<file path="src/rtl/segment_chaser_pkg.sv">
// Mode codes and mode helpers shared by the segment chaser.
package segment_chaser_pkg;

    localparam int unsigned MODE_W = 3;

    localparam logic [MODE_W-1:0] MANUAL_FWD = 3'd0;
    localparam logic [MODE_W-1:0] MANUAL_BWD = 3'd1;
    localparam logic [MODE_W-1:0] OFF        = 3'd2;
    localparam logic [MODE_W-1:0] AUTO_FWD   = 3'd3;
    localparam logic [MODE_W-1:0] AUTO_BWD   = 3'd4;
    localparam logic [MODE_W-1:0] PINGPONG   = 3'd5;

    // Mode sequence on change requests; the unused codes fall back to MANUAL_FWD.
    function automatic logic [MODE_W-1:0] next_mode(input logic [MODE_W-1:0] m);
        return (m >= PINGPONG) ? MANUAL_FWD : m + 3'd1;
    endfunction

    // Modes driven by the tick timer.
    function automatic logic is_auto(input logic [MODE_W-1:0] m);
        return (m == AUTO_FWD) || (m == AUTO_BWD) || (m == PINGPONG);
    endfunction

    // Modes with the display blanked; unused codes behave as OFF.
    function automatic logic is_blank(input logic [MODE_W-1:0] m);
        return (m == OFF) || (m > PINGPONG);
    endfunction

endpackage

</file>
<file path="src/rtl/segment_chaser_tick.sv">
// Free-running step timer: one-cycle trigger every PERIOD enabled cycles.
module tick_timer #(
    parameter int unsigned PERIOD = 50_000_000
) (
    input  logic clk,
    input  logic async_nreset,
    input  logic clear,
    input  logic enable,
    output logic trigger
);

    localparam int unsigned CNT_W = (PERIOD > 1) ? $clog2(PERIOD) : 1;
    localparam logic [CNT_W-1:0] LAST = CNT_W'(PERIOD - 1);

    logic [CNT_W-1:0] count;
    logic [CNT_W-1:0] count_next;

    // Next count: clear beats a wrap, disabled holds at zero.
    always_comb begin
        count_next = count;
        if (clear || !enable) begin
            count_next = '0;
        end else if (count == LAST) begin
            count_next = '0;
        end else begin
            count_next = count + CNT_W'(1);
        end
    end

    // Counter register; trigger is registered alongside so it is high while count == LAST.
    always_ff @(posedge clk or negedge async_nreset) begin
        if (!async_nreset) begin
            count   <= '0;
            trigger <= 1'b0;
        end else begin
            count   <= count_next;
            trigger <= (count_next == LAST);
        end
    end

endmodule

</file>
<file path="src/rtl/segment_chaser.sv">
// Single-digit segment chaser: one lit segment moved manually or by timer.
module segment_chaser
    import segment_chaser_pkg::*;
#(
    parameter int unsigned SEGMENTS      = 6,
    parameter int unsigned DISPLAY_WIDTH = 8,
    parameter int unsigned TICK_PERIOD   = 50_000_000
) (
    input  logic                     clk,
    input  logic                     async_nreset,
    input  logic                     next_segment_re,
    input  logic                     change_mode_re,
    output logic [DISPLAY_WIDTH-1:0] display,
    output logic [MODE_W-1:0]        mode
);

    localparam int unsigned POS_W = (SEGMENTS > 1) ? $clog2(SEGMENTS) : 1;
    localparam logic [POS_W-1:0] POS_LAST = POS_W'(SEGMENTS - 1);

    logic [POS_W-1:0]  pos;
    logic [POS_W-1:0]  pos_next;
    logic [POS_W-1:0]  pos_inc;
    logic [POS_W-1:0]  pos_dec;
    logic              dir;
    logic              dir_next;
    logic [MODE_W-1:0] mode_next;
    logic              timer_en;
    logic              tick;

    assign timer_en = is_auto(mode);

    // Every mode change request is accepted, so it always restarts the timer.
    tick_timer #(
        .PERIOD (TICK_PERIOD)
    ) u_tick_timer (
        .clk          (clk),
        .async_nreset (async_nreset),
        .clear        (change_mode_re),
        .enable       (timer_en),
        .trigger      (tick)
    );

    // Ring neighbours of the current position.
    assign pos_inc = (pos == POS_LAST) ? '0 : pos + POS_W'(1);
    assign pos_dec = (pos == '0) ? POS_LAST : pos - POS_W'(1);

    // Next-state logic; a mode change drops any step in the same cycle.
    always_comb begin
        mode_next = mode;
        pos_next  = pos;
        dir_next  = dir;
        if (change_mode_re) begin
            mode_next = next_mode(mode);
            if (mode_next == PINGPONG) begin
                dir_next = 1'b1;
            end
        end else begin
            case (mode)
                MANUAL_FWD: if (next_segment_re) pos_next = pos_inc;
                MANUAL_BWD: if (next_segment_re) pos_next = pos_dec;
                AUTO_FWD:   if (tick) pos_next = pos_inc;
                AUTO_BWD:   if (tick) pos_next = pos_dec;
                PINGPONG: begin
                    if (tick) begin
                        if (dir) begin
                            pos_next = pos_inc;
                            if (pos == POS_LAST) begin
                                pos_next = pos_dec;
                                dir_next = 1'b0;
                            end
                        end else begin
                            pos_next = pos_dec;
                            if (pos == '0) begin
                                pos_next = pos_inc;
                                dir_next = 1'b1;
                            end
                        end
                    end
                end
                default: ;
            endcase
        end
    end

    // State register.
    always_ff @(posedge clk or negedge async_nreset) begin
        if (!async_nreset) begin
            mode <= MANUAL_FWD;
            pos  <= '0;
            dir  <= 1'b1;
        end else begin
            mode <= mode_next;
            pos  <= pos_next;
            dir  <= dir_next;
        end
    end

    // One-hot decode of the registered position, blanked in OFF.
    always_comb begin
        display = '0;
        if (!is_blank(mode)) begin
            display[pos] = 1'b1;
        end
    end

endmodule

</file>
<file path="config.mk">
export PLATFORM = sky130hd
export DESIGN_NAME = segment_chaser
export DESIGN_NICKNAME = d
export VERILOG_FILES = /design/src/rtl/segment_chaser_pkg.sv /design/src/rtl/segment_chaser_tick.sv /design/src/rtl/segment_chaser.sv
export SDC_FILE = /design/constraint.sdc
export NUM_CORES = 1
export LEC_CHECK = 0
export ABC_AREA = 1
export BUFFER_PORTS_ARGS = -buffer_cell sky130_fd_sc_hd__buf_2
export CAP_MARGIN = 20
export CORE_UTILIZATION = 60
export CTS_BUF_LIST = sky130_fd_sc_hd__clkbuf_4 sky130_fd_sc_hd__clkbuf_8
export CTS_CLUSTER_SIZE = 16
export DETAILED_ROUTE_END_ITERATION = 8
export GPL_ROUTABILITY_DRIVEN = 0
export PLACE_DENSITY = 0.86
export SYNTH_ARGS = -nofsm -noshare
export SYNTH_HDL_FRONTEND = slang
export SYNTH_HIERARCHICAL = 1
export SYNTH_SLANG_ARGS = --single-unit
</file>
<file path="constraint.sdc">
create_clock -name clk -period 2.8 [get_ports clk]
set_clock_uncertainty 0.05 [all_clocks]
set_input_delay 0 -clock clk [delete_from_list [all_inputs] [get_ports clk]]
set_output_delay 0 -clock clk [all_outputs]
set_load 0.02 [all_outputs]
</file>
-- Word level (Yosys, flattened, before mapping)
Index checks and enable logic that the tools add are counted.
- $add $sub $neg: 4
- multiply operators: 0
- divide/modulo/power cells: 0
- order comparisons: 4
- equality and inequality tests: 15
- shift operators: 0
- multiplexer cells: 24
- bitwise gates (word level): 1
- reductions and logical operators: 13
- operators by type and width (cell ; number):
    26-bit equality test (second input constant) ; 2
    26-bit two-way mux ; 2
    3-bit two-way mux ; 11
    26-bit by 1-bit adder with 26-bit output (second input constant) ; 1
    3-bit one-hot mux with 5 select lines ; 1
    3-bit equality test (second input constant) ; 4
    1-bit two-way mux ; 8
    8-bit two-way mux ; 1
    2-bit by 1-bit inequality test with 1-bit output (second input constant) ; 4
    7-bit AND reduction ; 1
    3-bit by 1-bit adder with 3-bit output (second input constant) ; 2
    3-bit by 2-bit equality test with 1-bit output (second input constant) ; 2
    3-bit logical NOT ; 2
    5-bit nonzero test ; 1
    1-bit logical OR ; 4
    3-bit by 4-bit less-than comparator with 1-bit output (second input constant) ; 1
    2-bit inequality test (second input constant) ; 2
    2-bit nonzero test ; 2
    1-bit demux with 3-bit select ; 1
    3-bit by 1-bit equality test with 1-bit output (second input constant) ; 1
    3-bit by 1-bit greater-or-equal comparator with 1-bit output (second input constant) ; 1
    3-bit greater-or-equal comparator (second input constant) ; 1
    3-bit greater-than comparator (second input constant) ; 1
    3-bit AND reduction ; 1
    4 further kinds ; 4
- flip-flop bits (word level): 34
- bits in latches: 0
- bits in writable memories: 0
- memory bits (read-only): 0
- input port bits: 4
- output and inout bits: 11
- logic and storage cells: 66
- memories: 0

-- Depth between registers and ports, before layout
- depth after elaboration: 7
- mapped depth: 16
- depth with buffers taken out: 16

-- Modules after synthesis
The synthesis kept the hierarchy.
- modules (own cells, without submodules) (module ; instances ; cells an instance ; area each (um^2) ; sequential area each (um^2)):
    tick_timer ; 1 ; 277 ; 1806.7 ; 675.6
    segment_chaser ; 1 ; 111 ; 670.6 ; 176.4

-- Worst setup path before layout
No wires, ideal clock.
- path kind: register to register
- from: register mode[0]
- to: register u_tick_timer.trigger
- setup time: 71 ps
- arrival time: 2075 ps
- required time: 2679 ps
- setup slack: 603 ps
- cell stages (with the launch flop): 15
- buffers on the path: 0
- period minus slack after synthesis: 2197 ps
- cells stage by stage: dfrtp_1 -> inv_1 -> ha_1 -> nand2_1 -> nand2_1 -> inv_1 -> nand2_1 -> inv_1 -> nor2_1 -> clkinv_1 -> nor2_4 -> nand3_1 -> nor2_1 -> nand3_1 -> nor2_1
- cells in the longest elaborated chain, start to end: 7
- elaborated cells between the ends (all ways): 9
- those cells by class: eq/ne (4); mux (1); reduce/logical (4)
- RTL lines (element ; RTL line ; text):
    start: declaration ; segment_chaser.sv:14 ; output logic [MODE_W-1:0] mode
    start signal: assignment ; segment_chaser.sv:92 ; mode <= mode_next;
    3-bit by 2-bit equality test with 1-bit output / 3-bit equality test (equally long branches) ; segment_chaser_pkg.sv:20 ; return (m == AUTO_FWD) || (m == AUTO_BWD) || (m == PINGPONG);
    1-bit logical OR ; segment_chaser_pkg.sv:20 ;
    1-bit logical OR (*) ; segment_chaser_pkg.sv:20 ;
    via timer_en ; segment_chaser.sv:27 ; logic timer_en;
    1-bit logical NOT (*) ; segment_chaser_tick.sv:21 ; if (clear || !enable) begin
    1-bit logical OR (*) ; segment_chaser_tick.sv:21 ;
    26-bit two-way mux (*) ; segment_chaser_tick.sv:21 ;
    26-bit equality test (*) ; segment_chaser_tick.sv:37 ; trigger <= (count_next == LAST);
    end signal: assignment ; segment_chaser_tick.sv:37 ;
    end: declaration ; segment_chaser_tick.sv:9 ; output logic trigger
Mark *: on every way through the listed nets, which the timed path passes. The rest lies on a longest branch.
A chain may end at the register's enable or synchronous reset.

-- Worst setup path in the final report
Same ends and word-level chain as after synthesis.

==> summary.md <==
| Metric | Value |
|---|---|
| Worst Max-Slew Pin Slew | `between 0.7 and 0.8 ns` |
| Filler cells | `~330` |
| Peak supply drop | `between 0.4 and 0.5 mV` |
| DP Wirelength | `4460 um` |
| Mapped cell area | `between 0.002 and 0.0025 mm^2` |
| Post-synthesis net count | `between 300 and 400` |
| Maximum clock rate | `~430 MHz` |
| Number of global-route vias before repair | `2324` |
| Clk Latency, worst-skew pair | `0.29 ns` |
| Initial cell density of the core | `around two thirds` |
| Most area-consuming cells after synthesis | `sky130_fd_sc_hd__dfrtp_1, sky130_fd_sc_hd__nand2_1, sky130_fd_sc_hd__nor2_1` |
| Std-Cell Rows | `22` |
| Mux share of post-synthesis cell area | `0%` |
| Sequential standard cell area | `852 um^2` |
| Worst endpoint required time | `2.97 ns` |
| Number of DRC markers after the initial detailed-route iteration | `131` |
| Number of pins with negative max-slew slack in the final report | `0` |
| Cts bufs inserted | `5` |
| Compound-gate portion of the synthesized area | `under 10%` |
| Final antenna diode count | `0` |
| Synthesis Warnings | `6` |
| Fraction of the cycle the final worst path needs | `between 80% and 90%` |
| Clock edge transition at the registers on the reported setup and hold paths | `roughly 0.070 ns` |
| Top-area cell type share of the netlist area | `~33%` |
| Number of cells upsized or downsized after cts | `0` |
| Total Power | `0.00177 W` |
| Clock tree from TritonCTS | `built` |
| Pre-antenna DRT Iters | `4` |
| Number of nets in the finished design | `around 420` |
| Unrepaired setup endpoints after global routing | `false` |
| I/O pin count | `15` |
| Share of final-layout standard cells stronger than drive strength 1 | `between 10% and 20%` |
| Sequential area share after synthesis | `between 30% and 40%` |
| LEAKAGE | `around 1.3 nW` |
| Layer with the highest usage | `met2` |
| Average vias per placed instance | `between 5 and 6` |
| First-pass GRT wire length | `around 9900 um` |
| Wire length per cell after detailed routing | `roughly 13 um` |
| Global-route congestion overflow total | `0` |
| Maximum number of pins on one net before global-route repair | `35` |
| Result of the run | `completed` |
| Via total after detailed routing | `about 2.5k` |
| GR Layer Usage met1 | `roughly 36%` |
| Worst Hold Class | `in2reg` |
| Worst-path fanout max | `6` |
| Post-synthesis cell count | `around 390` |
| Footprint of the multi-input gates | `about 0.0014 mm^2` |
| Critical Setup Path Class | `reg2reg` |
| Clock root buffer | `sky130_fd_sc_hd__clkbuf_8` |
| Xor/xnor share of the synthesized area | `about 1.4%` |
| Die height | `66.3 um` |
| P&R area growth vs syn | `9.90%` |
| Dominant combinational cell family by area after synthesis | `simple AND/OR/NAND/NOR gates` |
| Total global-route track usage | `between 30% and 40%` |
| Critical Path AT | `between 2 and 2.5 ns` |
| Average footprint of a synthesized cell | `6.38 um^2` |
| Power density over cell area | `about 650 mW/mm^2` |
| Global-route met3 utilization | `under 10%` |
| Setup-violating endpoint count in the final report | `0` |
| Max-cap violations | `0` |
| Relative max-transition margin | `between 50% and 60%` |
| Setup TNS | `0 ns` |
| Area inside the core boundary | `approximately 0.0038 mm^2` |
| Adder and majority gate portion of the synthesized area | `under 10%` |
| Post-synth cell types | `29` |
| Met2 track demand over resource in global routing | `53.8%` |
| Shortest clock period the worst path allows after layout | `2.30 ns` |
| IO buf count | `14` |
| Clock sink total | `34` |
| Drc violations | `0` |
| Overall routed net length | `5820 um` |
| Library cell with the largest summed area after synthesis | `sky130_fd_sc_hd__dfrtp_1` |
| Minimum setup slack in the final design | `between 0.5 and 0.6 ns` |
| Overall die area | `roughly 0.0044 mm^2` |
| Fin. Hold Viols | `0` |
| Count of H-tree levels built during CTS | `2` |
| Number of register bits inferred by synthesis | `34` |
| Synthesized-area fraction occupied by and/or/nand/nor cells | `roughly half` |
| Setup Slack @ Placement | `between 0.6 and 0.7 ns` |
| Antenna violations before repair | `0` |
| Antenna-violating nets left | `0` |
| Nature of the critical path endpoint | `flip-flop` |
| Worst setup SP type | `flip-flop` |
| Horiz. Die Dim | `about 66 um` |
| Maximum count of clock buffers along a single path | `2` |
## final cells by class
class | instances | area share, %
repair buffers | 17 | 3.58
inverters | 54 | 7.44
clock inverters | 1 | 0.184
well taps | 48 | 2.21
clock buffers | 7 | 3.31
flip-flops and latches | 34 | 31.3
multi-input cells | 299 | 52.0
## layout by cell type (no fill, tap or decap), types with 2 or more instances in the layout
master and instances:
sky130_fd_sc_hd__a21oi_1 6, sky130_fd_sc_hd__buf_2 14, sky130_fd_sc_hd__clkbuf_8 6, sky130_fd_sc_hd__dfrtp_1 33, sky130_fd_sc_hd__dlygate4sd3_1 2, sky130_fd_sc_hd__ha_1 7, sky130_fd_sc_hd__inv_1 48, sky130_fd_sc_hd__inv_2 5
sky130_fd_sc_hd__nand2_1 125, sky130_fd_sc_hd__nand2_2 8, sky130_fd_sc_hd__nand3_1 38, sky130_fd_sc_hd__nand3_2 2, sky130_fd_sc_hd__nand3b_1 3, sky130_fd_sc_hd__nand4_1 2, sky130_fd_sc_hd__nor2_1 73, sky130_fd_sc_hd__nor2_2 5
sky130_fd_sc_hd__nor2_4 4, sky130_fd_sc_hd__nor3_1 8, sky130_fd_sc_hd__nor4_1 2, sky130_fd_sc_hd__o21ai_0 5, sky130_fd_sc_hd__o21bai_1 2, sky130_fd_sc_hd__xnor2_1 2
## Yosys cell counts
master / number
sky130_fd_sc_hd__xor2_2: 1
sky130_fd_sc_hd__or2_2: 1
sky130_fd_sc_hd__inv_1: 48
sky130_fd_sc_hd__dfstp_2: 1
sky130_fd_sc_hd__a21oi_2: 1
sky130_fd_sc_hd__nor3_1: 8
sky130_fd_sc_hd__clkinv_1: 1
sky130_fd_sc_hd__nor4_1: 2
sky130_fd_sc_hd__nor2_2: 5
sky130_fd_sc_hd__buf_4: 1
sky130_fd_sc_hd__nor2_1: 73
sky130_fd_sc_hd__o21bai_1: 2
sky130_fd_sc_hd__nand3_2: 2
sky130_fd_sc_hd__nor2_8: 1
sky130_fd_sc_hd__nand4_1: 2
sky130_fd_sc_hd__inv_2: 5
sky130_fd_sc_hd__o21ai_1: 1
sky130_fd_sc_hd__nor3b_1: 1
sky130_fd_sc_hd__nand3b_1: 3
sky130_fd_sc_hd__dfrtp_1: 33
sky130_fd_sc_hd__o21ai_0: 5
sky130_fd_sc_hd__o21ai_2: 1
sky130_fd_sc_hd__xnor2_1: 2
sky130_fd_sc_hd__nand2_1: 125
sky130_fd_sc_hd__ha_1: 7
sky130_fd_sc_hd__a21oi_1: 6
sky130_fd_sc_hd__nor2_4: 4
sky130_fd_sc_hd__nand2_2: 8
sky130_fd_sc_hd__nand3_1: 38
## metal layers
| layer | part of all wire, % | up-vias | wire length, um |
|---|---|---|---|
| li1 | - | 1255 | - |
| met1 | 44 | 1117 | 2540 |
| met2 | 49 | 64 | 2830 |
| met3 | 5.1 | 19 | 296 |
| met4 | 2.5 | 0 | 148 |
| met5 | 0 | - | 0 |
## final timing paths
kind	from	end	slack (ns)	cells after the start
worst max-delay path	mode[0]	u_tick_timer/trigger	0.50	14
worst min-delay path	next_segment_re	pos[1]	0.19	7
worst max register to register	mode[0]	u_tick_timer/trigger	0.50	14
worst min register to register	u_tick_timer/count[0]	u_tick_timer/count[0]	0.45	1
max in group asynchronous	async_nreset	mode[1]	1.95	2
min in group asynchronous	async_nreset	u_tick_timer/count[12]	0.27	2
## state kept, by name, indices dropped and copies added (netlist names)
name,flops
pos,3
u_tick_timer/count,26
dir,1
mode,3
u_tick_timer/trigger,1
## power breakdown
group	switching (W)	internal (W)
logic	0.000523	0.000246
registers	0.0000729	0.000550
clock network	0.000170	0.000208
total	0.000767	0.00100
## timing repair
item / CTS / global route
hold buffers: 2 / 0
endpoints found under the hold margin: 36 / 0
setup buffers: 0 / 0
## kinds of logic after synthesis
kind of cell,count (synthesis)
buffers and inverters,55
flip-flops,34
AO/OA/AOI/OAI,16
XOR/XNOR,3
AND/OR/NAND/NOR,273
adder cells (fa/ha/maj),7
## worst max-delay path, stage by stage (launching register included)
cell and delay [ns]:
sky130_fd_sc_hd__dfrtp_1 0.43, sky130_fd_sc_hd__inv_1 0.14, sky130_fd_sc_hd__ha_1 0.22, sky130_fd_sc_hd__nand2_1 0.11
sky130_fd_sc_hd__nand2_1 0.14, sky130_fd_sc_hd__inv_1 0.07, sky130_fd_sc_hd__nand2_1 0.05, sky130_fd_sc_hd__inv_1 0.03
sky130_fd_sc_hd__nor2_1 0.17, sky130_fd_sc_hd__clkinv_1 0.17, sky130_fd_sc_hd__nor2_4 0.20, sky130_fd_sc_hd__nand3_1 0.11
sky130_fd_sc_hd__nor2_1 0.13, sky130_fd_sc_hd__nand3_1 0.10, sky130_fd_sc_hd__nor2_1 0.11
## stage by stage
stage | hold WS (ns) | utilization [%] | instances | area [um^2]
floorplan | -0.346 | - | 388 | 2480
global placement | 0.0540 | 68.6 | 450 | 2610
detailed placement | 0.0579 | 68.6 | 450 | 2610
CTS | 0.198 | 71.7 | 460 | 2720
global route | 0.242 | 71.7 | 460 | 2720
finish | 0.192 | 71.7 | 460 | 2720
Note: power is estimated with default switching activity, not from simulation.
